===== src/rtl/dii_event_chain_arbiter_if.sv =====
// rtl/dii_event_chain_arbiter_if.sv - flit stream bundle between DI sources, arbiter and host stage
interface dii_event_chain_arbiter_if #(
    parameter int NUM_PORTS = 4
);
    // Flit layout: [17] valid, [16] last, [15:0] data
    logic [NUM_PORTS-1:0][17:0] in_flit;
    logic [NUM_PORTS-1:0]       in_ready;
    logic [17:0]                out_flit;
    logic                       out_ready;

    // Environment side: drives the requesters and the downstream ready
    modport master (
        output in_flit,
        input  in_ready,
        input  out_flit,
        output out_ready
    );

    // Arbiter side
    modport slave (
        input  in_flit,
        output in_ready,
        output out_flit,
        input  out_ready
    );
endinterface


===== src/rtl/dii_event_chain_arbiter.sv =====
// rtl/dii_event_chain_arbiter.sv - packet-atomic, event-chain-atomic round-robin flit arbiter
module dii_event_chain_arbiter #(
    parameter int NUM_PORTS = 4
) (
    input  logic                     clk,
    input  logic                     rst,
    dii_event_chain_arbiter_if.slave bus,
    output logic [NUM_PORTS-1:0]     grant,
    output logic                     busy
);
    localparam int IW = (NUM_PORTS > 1) ? $clog2(NUM_PORTS) : 1;
    localparam int VB = 17;
    localparam int LB = 16;

    typedef enum logic {
        IDLE,
        ACTIVE
    } state_t;

    state_t               state_q, state_d;
    logic [NUM_PORTS-1:0] grant_q, grant_d;
    logic [IW-1:0]        owner_q, owner_d;
    logic [IW-1:0]        rr_ptr_q, rr_ptr_d;
    logic [1:0]           flit_cnt_q, flit_cnt_d;
    logic                 more_ev_q, more_ev_d;

    logic                 pick_found;
    logic [IW-1:0]        pick_idx;
    logic [IW-1:0]        scan_idx;
    logic [17:0]          own_flit;
    logic                 xfer;
    logic                 chain_end;
    logic [IW-1:0]        owner_next;

    // Round-robin scan: first valid requester starting at rr_ptr and wrapping
    always_comb begin
        pick_found = 1'b0;
        pick_idx   = '0;
        scan_idx   = '0;
        for (int k = 0; k < NUM_PORTS; k++) begin
            scan_idx = IW'((int'(rr_ptr_q) + k) % NUM_PORTS);
            if (!pick_found && bus.in_flit[scan_idx][VB]) begin
                pick_found = 1'b1;
                pick_idx   = scan_idx;
            end
        end
    end

    // Port index following the owner, wrapping at NUM_PORTS (stays 0 for one port)
    always_comb begin
        owner_next = '0;
        if (owner_q != IW'(NUM_PORTS - 1)) begin
            owner_next = owner_q + 1'b1;
        end
    end

    // Next-state, pass-through mux and per-requester ready
    always_comb begin
        state_d      = state_q;
        grant_d      = grant_q;
        owner_d      = owner_q;
        rr_ptr_d     = rr_ptr_q;
        flit_cnt_d   = flit_cnt_q;
        more_ev_d    = more_ev_q;
        bus.out_flit = '0;
        bus.in_ready = '0;
        xfer         = 1'b0;
        chain_end    = 1'b0;
        own_flit     = bus.in_flit[owner_q];

        case (state_q)
            IDLE: begin
                // Arbitration takes one bubble cycle; nothing moves here
                if (pick_found) begin
                    state_d    = ACTIVE;
                    owner_d    = pick_idx;
                    grant_d    = NUM_PORTS'(1) << pick_idx;
                    flit_cnt_d = 2'd0;
                    more_ev_d  = 1'b0;
                end
            end
            ACTIVE: begin
                // Zero-latency pass-through; data/last forced to 0 when not valid
                if (own_flit[VB]) begin
                    bus.out_flit = own_flit;
                end
                bus.in_ready[owner_q] = bus.out_ready;
                xfer = own_flit[VB] & bus.out_ready;
                if (xfer) begin
                    if (flit_cnt_q != 2'd3) begin
                        flit_cnt_d = flit_cnt_q + 2'd1;
                    end
                    if (flit_cnt_q == 2'd2) begin
                        more_ev_d = (own_flit[13:10] == 4'b0001);
                    end
                    if (own_flit[LB]) begin
                        // A short packet always closes the chain, whatever more_ev says
                        chain_end = (flit_cnt_q != 2'd3) || !more_ev_q;
                        flit_cnt_d = 2'd0;
                        more_ev_d  = 1'b0;
                        if (chain_end) begin
                            state_d  = IDLE;
                            grant_d  = '0;
                            rr_ptr_d = owner_next;
                        end
                    end
                end
            end
            default: begin
                state_d = IDLE;
                grant_d = '0;
            end
        endcase
    end

    // State registers with synchronous active-high reset
    always_ff @(posedge clk) begin
        if (rst) begin
            state_q    <= IDLE;
            grant_q    <= '0;
            owner_q    <= '0;
            rr_ptr_q   <= '0;
            flit_cnt_q <= 2'd0;
            more_ev_q  <= 1'b0;
        end else begin
            state_q    <= state_d;
            grant_q    <= grant_d;
            owner_q    <= owner_d;
            rr_ptr_q   <= rr_ptr_d;
            flit_cnt_q <= flit_cnt_d;
            more_ev_q  <= more_ev_d;
        end
    end

    assign grant = grant_q;
    assign busy  = (state_q == ACTIVE);

endmodule


===== src/flat_wrapper.sv =====
// flat-port wrapper written by rule: the top's interface ports become plain ports
module dii_event_chain_arbiter_flat 
#(
    parameter int NUM_PORTS = 4
)
  (clk, rst, grant, busy, bus_in_flit, bus_in_ready, bus_out_flit, bus_out_ready);
  dii_event_chain_arbiter_if #(.NUM_PORTS(NUM_PORTS)) bus_i ();
  input  logic clk;
  input  logic rst;
  output logic [NUM_PORTS-1:0] grant;
  output logic busy;
  input wire logic [$bits(bus_i.in_flit)-1:0] bus_in_flit;
  output wire logic [$bits(bus_i.in_ready)-1:0] bus_in_ready;
  output wire logic [$bits(bus_i.out_flit)-1:0] bus_out_flit;
  input wire logic [$bits(bus_i.out_ready)-1:0] bus_out_ready;
  assign bus_i.in_flit = bus_in_flit;
  assign bus_in_ready = bus_i.in_ready;
  assign bus_out_flit = bus_i.out_flit;
  assign bus_i.out_ready = bus_out_ready;
  dii_event_chain_arbiter #(.NUM_PORTS(NUM_PORTS)) u_core (.clk(clk), .rst(rst), .bus(bus_i), .grant(grant), .busy(busy));
endmodule

===== config.mk =====
export PLATFORM = sky130hd
export DESIGN_NAME = dii_event_chain_arbiter_flat
export DESIGN_NICKNAME = d
export VERILOG_FILES = /design/src/rtl/dii_event_chain_arbiter_if.sv /design/src/rtl/dii_event_chain_arbiter.sv /design/src/flat_wrapper.sv
export SDC_FILE = /design/constraint.sdc
export NUM_CORES = 1
export LEC_CHECK = 0
export ABC_AREA = 1
export BUFFER_PORTS_ARGS = -buffer_cell sky130_fd_sc_hd__buf_2
export CAP_MARGIN = 15
export CORE_AREA = 4 4 70 72
export DETAILED_ROUTE_END_ITERATION = 10
export DIE_AREA = 0 0 74 76
export GPL_ROUTABILITY_DRIVEN = 0
export PLACE_DENSITY = 0.75
export SKIP_LAST_GASP = 1
export SLEW_MARGIN = 10
export SYNTH_ARGS = -nofsm -noshare
export SYNTH_HDL_FRONTEND = slang
export SYNTH_SLANG_ARGS = --single-unit

===== constraint.sdc =====
create_clock -name clk -period 1.7 [get_ports clk]
set_clock_uncertainty 0.05 [all_clocks]
set_input_delay 0.085 -clock clk [delete_from_list [all_inputs] [get_ports clk]]
set_output_delay 0.085 -clock clk [all_outputs]
set_load 0.02 [all_outputs]

==> flow_summary.ini, run 1 <==
[status]
status = finished with violations
failed_checks = setup timing

[finish]
multi_input_area_um2 = 1300
drive_above_1_share_pct = 44.5
final_common_cell = buf_2
most-common-layout-cells = buf_2 (86), nor2_1 (66), nand2_1 (48), nand3_1 (25), buf_4 (23)
seq_area_um2 = 253
finish.utilization_pct = 58.0
insertedDiodeCount = 0
final_nets = 482
n_fill_cell = 443
area_growth_pct = 55.1

[clocking]
cts_tree = built
clk_pin_slew_ns = 0.06
clk_latency_ns = 0.24
h-tree-depth = 1
tritoncts.num_buffers = 3
root_buffer = clkbuf_8
cts_buffer_depth = 2
cts.sink_count = 12

[synthesis]
yosysSeqAreaShare_pct = 15.0
postSynthAreaPerCell_um2 = 5.48
ys_seq_elements = 12
synth_cells = 293
async_flop_share_pct = 0
synth_area_um2 = 1610
synthesis.nets = 374
synth_flop_cell = dfxtp_1
synth_cell_types = 29
synth_enable_flop_cells = 0
yosysWarningCount = 0

[grt]
grt_max_degree = 33
grt_pass1_vias = 1941
grt-ovfl-total = 0
antenna_found_initial = 0
grt_pass1_wl_um = 8800
grtUsageTotal_pct = 18.8

[floorplan]
io-pin-count = 102
fp.dieH_um = 76
core-area_um2 = 4290
die_x_um = 74
rows = 24
start_util_pct = 37.4
die-area_um2 = 5620

[setup_path]
path_class = reg2out
r2r_slack_ns = 0.04
worstPathRequired_ns = 1.56
end_kind = output pin
critPathLaunchType = flip-flop
cp_max_fo = 29
rr_worst_depth = 9
crit_arrival_ns = 1.59

[timing]
hold_violations = 0
fin_ws_ns = -0.0289
slew_violations = 0
min_period_over_period_pct = 102
fmax_ghz = 0.578
setup_violations = 1
period_minus_slack_ns = 1.73
max_slew_margin_pct = 75.2
rsz0062_at_grt = true
worst-slew-pin-transition_ns = 0.369
holdWs_ns = 0.0722

[route]
viasPerCell = 4.96
vias = 2241
firstDrtPassIters = 4
postRouteWirelength_um = 6080
route.detailed.drc = 0
postRouteAntennaNets = 0
routedWlPerCell_um = 13.4
drt_iter0_drc = 62

[placement]
portBuffers = 101
dp_hpwl_um = 4460

[worst_hold_path]
whs_path_depth = 2
hold_class = in2reg

[power]
leakage_nw = 1.30
vdd_drop_max_mv = 0.309
power_density_nw_per_um2 = 781

[run]
maxCapViolations = 0
==> stage by stage <==
step                std cells  setup WS, ns  cell area [um^2]  setup TNS, ns  total power, mW
floorplan                 293        0.0497              1610              0             1.08
global route              452        -0.133              2490          -1.09             2.09
global placement          445         0.109              2210              0             1.42
detailed placement        445        0.0803              2210              0             1.43
finish                    452       -0.0289              2490        -0.0289             1.95
CTS                       449       0.00844              2290              0             1.76
==> synth_stat cells (3+ instances only) <==
library cell / instances / area (um^2)
buf_1: 3 / 11.3
ha_1: 6 / 75.1
nand2_4: 3 / 33.8
nand2_1: 55 / 206
inv_1: 21 / 78.8
clkbuf_1: 3 / 11.3
nor2_1: 66 / 248
buf_2: 6 / 30.0
a21oi_1: 24 / 120
inv_2: 5 / 18.8
nand2_2: 11 / 68.8
dfxtp_1: 12 / 240
nand4_1: 3 / 18.8
nand3_1: 26 / 130
o21ai_0: 30 / 150
==> what timing repair did <==
item	in CTS	in global routing
resized for setup	8	63
hold buffers	0	0
endpoints found under the setup margin	8	28
pin swaps	0	10
buffers inserted	0	3
==> power breakdown <==
part	internal [mW]	total [mW]	switching, mW
combinational	0.507	1.28	0.769
sequential	0.319	0.356	0.0371
clock	0.205	0.315	0.110
==> path summary, 6_finish.rpt <==
check / startpoint / end
min reg2reg: u_core.grant[3] / u_core.grant[3]
min: rst / u_core.flit_cnt_q[1]
max: u_core.owner_q[0] / bus_out_flit[2]
max reg2reg: u_core.owner_q[0] / u_core.rr_ptr_q[1]
==> registers in the layout (all words and copies together), names as in the netlist <==
register / cells
u_core.rr_ptr_q: 2
u_core.busy: 1
u_core.grant: 4
u_core.owner_q: 2
u_core.flit_cnt_q: 2
u_core.more_ev_q: 1
==> worst max-delay path: stages (launching register included) <==
cell        delay (ns)
dfxtp_4           0.38
clkinvlp_4        0.14
buf_8             0.19
o21ai_0           0.34
a21oi_2           0.12
buf_4             0.17
==> kinds of logic after synthesis <==
kind of cell	count (synthesis)	synth area share [%]
AND/OR/NAND/NOR	172	49.0
AO/OA/AOI/OAI	62	20.4
buffers and inverters	41	11.0
flip-flops	12	15.0
adder cells (fa/ha/maj)	6	4.67
==> cell type report <==
class	count	share of cell area, %
well taps	52	2.61
flip-flops and latches	12	10.1
clock buffers	4	2.21
multi-input cells	240	52.1
inverters	27	4.32
repair buffers	117	28.7
==> routing by layer <==
metal,track usage (%),share of wire [%],up-vias
met2,31.8,51,64
met5,0,0,-
met3,2.37,5.6,15
met4,3.44,2.0,0
li1,-,-,1164
met1,25.3,41,998
(Power assumes the default switching activity.)
==> inputs of run 2 (changes only) <==
--- a/config.mk
+++ b/config.mk
@@ -13,6 +13,7 @@
 export DIE_AREA = 0 0 74 76
 export GPL_ROUTABILITY_DRIVEN = 0
 export PLACE_DENSITY = 0.75
+export RECOVER_POWER = 25
 export SKIP_LAST_GASP = 1
 export SLEW_MARGIN = 10
 export SYNTH_ARGS = -nofsm -noshare
==> flow_summary.ini, run 2 (synthesis gave the netlist of run 1 again) <==
[placement]
dp_hpwl_um = 4460
portBuffers = 101
placedCellCount = 445

[timing]
slew_violations = 0
min_period_over_period_pct = 101
worst-slew-pin-transition_ns = 0.367
fin_ws_ns = -0.0239
fmax_ghz = 0.580
setup_tns_ns = -0.0239
setup_violations = 1
holdWs_ns = 0.0746
rsz0062_at_grt = true
hold_violations = 0
period_minus_slack_ns = 1.72
max_slew_margin_pct = 75.3

[setup_path]
worstPathRequired_ns = 1.56
path_class = reg2out
r2r_slack_ns = 0.04
rr_worst_depth = 9
crit_slowest_cell = dfxtp_4
critPathLaunchType = flip-flop
reg2reg_to = u_core.rr_ptr_q[1]
end_kind = output pin
crit_chain = clkinvlp_4 > buf_8 > o21ai_0 > a21oi_2 > buf_4
cp_max_fo = 29
critPathMaxStageDelay_ns = 0.38
rr_startpoint = u_core.owner_q[0]
crit_arrival_ns = 1.59

[clocking]
cts_buffer_depth = 2
cts.sink_count = 12
root_buffer = clkbuf_8
clk_latency_ns = 0.24
clk_pin_slew_ns = 0.06
cts_tree = built
tritoncts.num_buffers = 3
h-tree-depth = 1
cts_hold_buf = 0

[route]
firstDrtPassIters = 4
routedWlPerCell_um = 13.4
postRouteWirelength_um = 6060
postRouteAntennaNets = 0
route.detailed.drc = 0
drt_iter0_drc = 62
vias = 2234
viasPerCell = 4.94

[power]
leakage_nw = 1.28
clkPwrFrac_pct = 16.2
combPwrFrac_pct = 65.5
power_density_nw_per_um2 = 782
p_switching_mw = 0.917
vdd_drop_max_mv = 0.309
p_sw_share_pct = 47.1
power_mw = 1.94
p_int_mw = 1.03
pwr-share-seq_pct = 18.3

[floorplan]
rows = 24
die_x_um = 74
start_util_pct = 37.4
die-area_um2 = 5620
io-pin-count = 102
fp.dieH_um = 76
core-area_um2 = 4290

[finish]
finish.utilization_pct = 57.9
insertedDiodeCount = 0
n_fill_cell = 442
largest_register_ffs = 4
final_nets = 482
final_cells = 452
final_common_cell = buf_2
area_growth_pct = 54.8
most-common-layout-cells = buf_2 (82), nor2_1 (66), nand2_1 (48), nand3_1 (25), buf_4 (23)
drive_above_1_share_pct = 43.5

[grt]
grt.busiest_layer = met2
grt_pass1_vias = 1941
grt_use_met2_pct = 31.8
grt_pass1_wl_um = 8800
grtUsageTotal_pct = 18.8
use_met1_pct = 25.3
grt-ovfl-total = 0
grt_max_degree = 33
antenna_found_initial = 0
met3_usage_pct = 2.37

[worst_hold_path]
hold_class = in2reg
hp-start = rst
whs_endpoint = u_core.flit_cnt_q[1]
whs_path_depth = 2

[run]
maxCapViolations = 0

[status]
status = finished with violations
failed_checks = setup timing
run 2: changes by cell type in the layout (fill, tap and decap cells not counted), sizes merged:
cell,previous run,this run
clkbuf,4,8
buf,117,113
run 2: how the worst max path moves through the flow:
stage                  startpoint                  to  cells past startpoint
5_1_grt         u_core.owner_q[0]     bus_out_flit[2]                      5
3_3_place_gp    u_core.owner_q[1]  u_core.rr_ptr_q[1]                      7
3_5_place_dp   u_core.rr_ptr_q[0]   u_core.owner_q[1]                     11
4_1_cts         u_core.owner_q[0]     bus_out_flit[8]                      8
6_report        u_core.owner_q[0]     bus_out_flit[2]                      5
2_1_floorplan   u_core.owner_q[0]     bus_out_flit[5]                      7
run 2: cell type report:
class | count | area, um^2 | share of cell area (%)
Multi-Input combinational cell | 240 | 1300 | 52.2
Sequential cell | 12 | 253 | 10.2
Tap cell | 52 | 65.1 | 2.62
Timing Repair Buffer | 117 | 709 | 28.5
Inverter | 27 | 108 | 4.33
Clock buffer | 4 | 55.1 | 2.21
run 2: what timing repair did:
item,4_1_cts,5_1_grt
cloned,0,0
setup buffers,0,3
pin swaps,0,10
setup endpoints to repair,8,28
gates resized for setup,8,63
run 2: power groups by stage:
stage | Combinational (mW) | Clock [mW] | Sequential (mW)
after floorplan | 0.718 | 0 | 0.365
after global placement | 1.06 | 0 | 0.353
after detailed placement | 1.08 | 0 | 0.353
after CTS | 1.10 | 0.315 | 0.350
after global routing | 1.40 | 0.328 | 0.362
final | 1.27 | 0.315 | 0.356
run 2: metal layers:
layer  part of all wire (%)  up-vias
met3                    5.4       15
met1                     42      992
met4                    2.0        0
met2                     51       65
li1                       -     1162
met5                      0        -
run 2: metrics by stage:
stage                     setup WS [ns]  instance area (um^2)
after CTS                       0.00844                  2290
after global placement            0.109                  2210
after global routing             -0.133                  2490
after floorplan                  0.0497                  1610
after detailed placement         0.0803                  2210
final                           -0.0239                  2490
run 2: critical path, delay by kind of cell, from the launching register on:
| family | cells | cell delay (ns) |
|---|---|---|
| buffers and inverters | 3 | 0.50 |
| DFF | 1 | 0.38 |
| AOI/OAI and AO/OA | 2 | 0.46 |
==> inputs of run 3 (changes only) <==
--- a/config.mk
+++ b/config.mk
@@ -5,12 +5,11 @@
 export SDC_FILE = /design/constraint.sdc
 export NUM_CORES = 1
 export LEC_CHECK = 0
-export ABC_AREA = 1
 export BUFFER_PORTS_ARGS = -buffer_cell sky130_fd_sc_hd__buf_2
 export CAP_MARGIN = 15
-export CORE_AREA = 4 4 70 72
+export CORE_AREA = 4 4 66 68
 export DETAILED_ROUTE_END_ITERATION = 10
-export DIE_AREA = 0 0 74 76
+export DIE_AREA = 0 0 70 72
 export GPL_ROUTABILITY_DRIVEN = 0
 export PLACE_DENSITY = 0.75
 export RECOVER_POWER = 25
==> flow_summary.ini, run 3 <==
[timing]
setup_violations = 25
fmax_ghz = 0.537
slew_violations = 0
setup_tns_ns = -2.32
max_slew_margin_pct = 69.9
worst-slew-pin-transition_ns = 0.440
hold_violations = 0
fin_ws_ns = -0.163
min_period_over_period_pct = 110
rsz0062_at_grt = true
period_minus_slack_ns = 1.86

[synthesis]
synth_top_area_share_pct = 20.4
yosys-top-cells-area = mux4_2 (20%), dfxtp_1 (18%), mux4_1 (9.9%)
synthesis.nets = 212
yosysTopAreaCell = mux4_2
synth_flop_cell = dfxtp_1
synth_cell_types = 38
async_flop_share_pct = 0
synth_enable_flop_cells = 0
yosysSeqAreaShare_pct = 18.1
synth.most_common_cell = nor2b_1
synth_area_um2 = 1330
synth_common_cells = nor2b_1 (20), nor2_1 (14), dfxtp_1 (12), mux4_2 (12), inv_1 (9)
ys_seq_elements = 12
yosysWarningCount = 0
synth_cells = 131
postSynthAreaPerCell_um2 = 10.1

[setup_path]
critPathMaxStageDelay_ns = 0.41
reg2reg_to = u_core.more_ev_q
crit_arrival_ns = 1.73
cp-startpoint = u_core.owner_q[1]
crit_family = simple AND/OR/NAND/NOR gates
rr_worst_depth = 4
worstPathRequired_ns = 1.56
crit_end = bus_out_flit[3]
crit_slowest_cell = or3_4
path_buf_inv = 2
r2r_slack_ns = -0.14
critPathLaunchType = flip-flop
path_class = reg2out
crit_chain = mux2_4 > nor2_1 > or3_4 > buf_12 > nor2b_1 > buf_4
rr_startpoint = u_core.owner_q[0]
end_kind = output pin
cp_max_fo = 8
crit_cells = 6

[power]
power_mw = 1.23
power_density_nw_per_um2 = 516
vdd_drop_max_mv = 0.587
leakage_nw = 1.14

[grt]
grt_pass1_wl_um = 7060
grt-ovfl-total = 0
grtUsageTotal_pct = 17.0
antenna_found_initial = 0
grt_pass1_vias = 1520
grt_max_degree = 16

[finish]
final_common_cell = buf_2
area_growth_pct = 79.5
largest_register_ffs = 4
final_cells = 301
most-common-layout-cells = buf_2 (81), buf_4 (24), mux4_2 (14), nor2_1 (13), buf_6 (13)
n_fill_cell = 305
insertedDiodeCount = 0
drive_above_1_share_pct = 68.1
finish.utilization_pct = 61.7
final_nets = 333

[clocking]
h-tree-depth = 1
cts.sink_count = 12
clk_pin_slew_ns = 0.06
tritoncts.num_buffers = 3
clk_latency_ns = 0.24
cts_tree = built
cts_buffer_depth = 2
root_buffer = clkbuf_8

[status]
status = finished with violations
failed_checks = setup timing

[placement]
place_ws_ns = -0.196
placedCellCount = 288
portBuffers = 101
dp_hpwl_um = 3820

[floorplan]
io-pin-count = 102
die-area_um2 = 5040
core-area_um2 = 3860
start_util_pct = 34.4
rows = 23
fp.dieH_um = 72
die_x_um = 70

[route]
route.detailed.drc = 0
routedWlPerCell_um = 16.2
postRouteWirelength_um = 4870
drt_iter0_drc = 52
firstDrtPassIters = 4
viasPerCell = 5.24
postRouteAntennaNets = 0
vias = 1576

[run]
maxCapViolations = 0

[worst_hold_path]
hold_class = in2reg
[run 3: cell types whose count changed in the layout (fill, tap and decap cells not counted), sizes merged, moves of 8 or more]
cell,previous run,this run
mux4,0,17
inv,26,8
a21oi,26,1
nor2b,0,20
buf,113,121
nor2,69,14
nand2,69,2
o21ai,32,0
nand3,28,0
[run 3: cells by family (layout without fill, tap and decap cells)]
family,Yosys count,after routing,share of synthesized area (%)
simple gates,50,50,20.9
compound gates,26,26,16.9
mux,20,20,32.9
buf+inv,17,137,5.57
flops,12,12,18.1
fa+ha+maj,6,6,5.67
[run 3: timing repair]
item / in CTS / in global routing
gates resized for setup: 37 / 24
endpoints found under the setup margin: 28 / 30
cloned: 0 / 1
pin swaps: 4 / 0
hold buffers: 0 / 0
buffers inserted: 1 / 7
[run 3: cell type report]
class / instances / area [um^2] / share of cell area (%)
Clock buffer: 4 / 55.1 / 2.31
Inverter: 9 / 38.8 / 1.63
Multi-Input combinational cell: 102 / 1150 / 48.3
Sequential cell: 12 / 249 / 10.5
Tap cell: 50 / 62.6 / 2.63
Timing Repair Buffer: 124 / 825 / 34.7
[run 3: how the worst min path moves through the flow]
stage                                from  cells past startpoint  slack, ns                  to
after floorplan                       rst                      3       0.24  u_core.rr_ptr_q[1]
after detailed placement  u_core.grant[2]                      1       0.41     u_core.grant[2]
final                                 rst                      2       0.18         u_core.busy
after CTS                             rst                      2       0.18         u_core.busy
after global routing                  rst                      2       0.21         u_core.busy
after global placement                rst                      2       0.40         u_core.busy
[run 3: report_power, final]
| part | internal [mW] | switching [mW] | leakage, nW |
|---|---|---|---|
| clock | 0.205 | 0.109 | 0.0288 |
| combinational | 0.344 | 0.260 | 1.02 |
| sequential | 0.294 | 0.0164 | 0.0993 |
[run 3: layer usage]
layer / share of wire, % / wire (um) / vias up / track usage (%)
met4: 0 / 0 / 0 / 1.91
met3: 7.7 / 376 / 0 / 4.29
li1: - / - / 752 / -
met5: 0 / 0 / - / 0
met2: 54 / 2640 / 65 / 32.6
met1: 38 / 1860 / 759 / 19.5
[run 3: stage by stage]
step | hold slack (ns) | area (um^2)
floorplan | 0.238 | 1450
global placement | 0.395 | 2040
detailed placement | 0.407 | 2040
CTS | 0.175 | 2210
global route | 0.211 | 2380
finish | 0.180 | 2380
[run 3: worst register-to-register path, cell delays in order (launching register included)]
cell and delay [ns]:
dfxtp_4 0.40, mux4_2 0.53, or4b_4 0.56, o211ai_2 0.07, o2111a_1 0.18
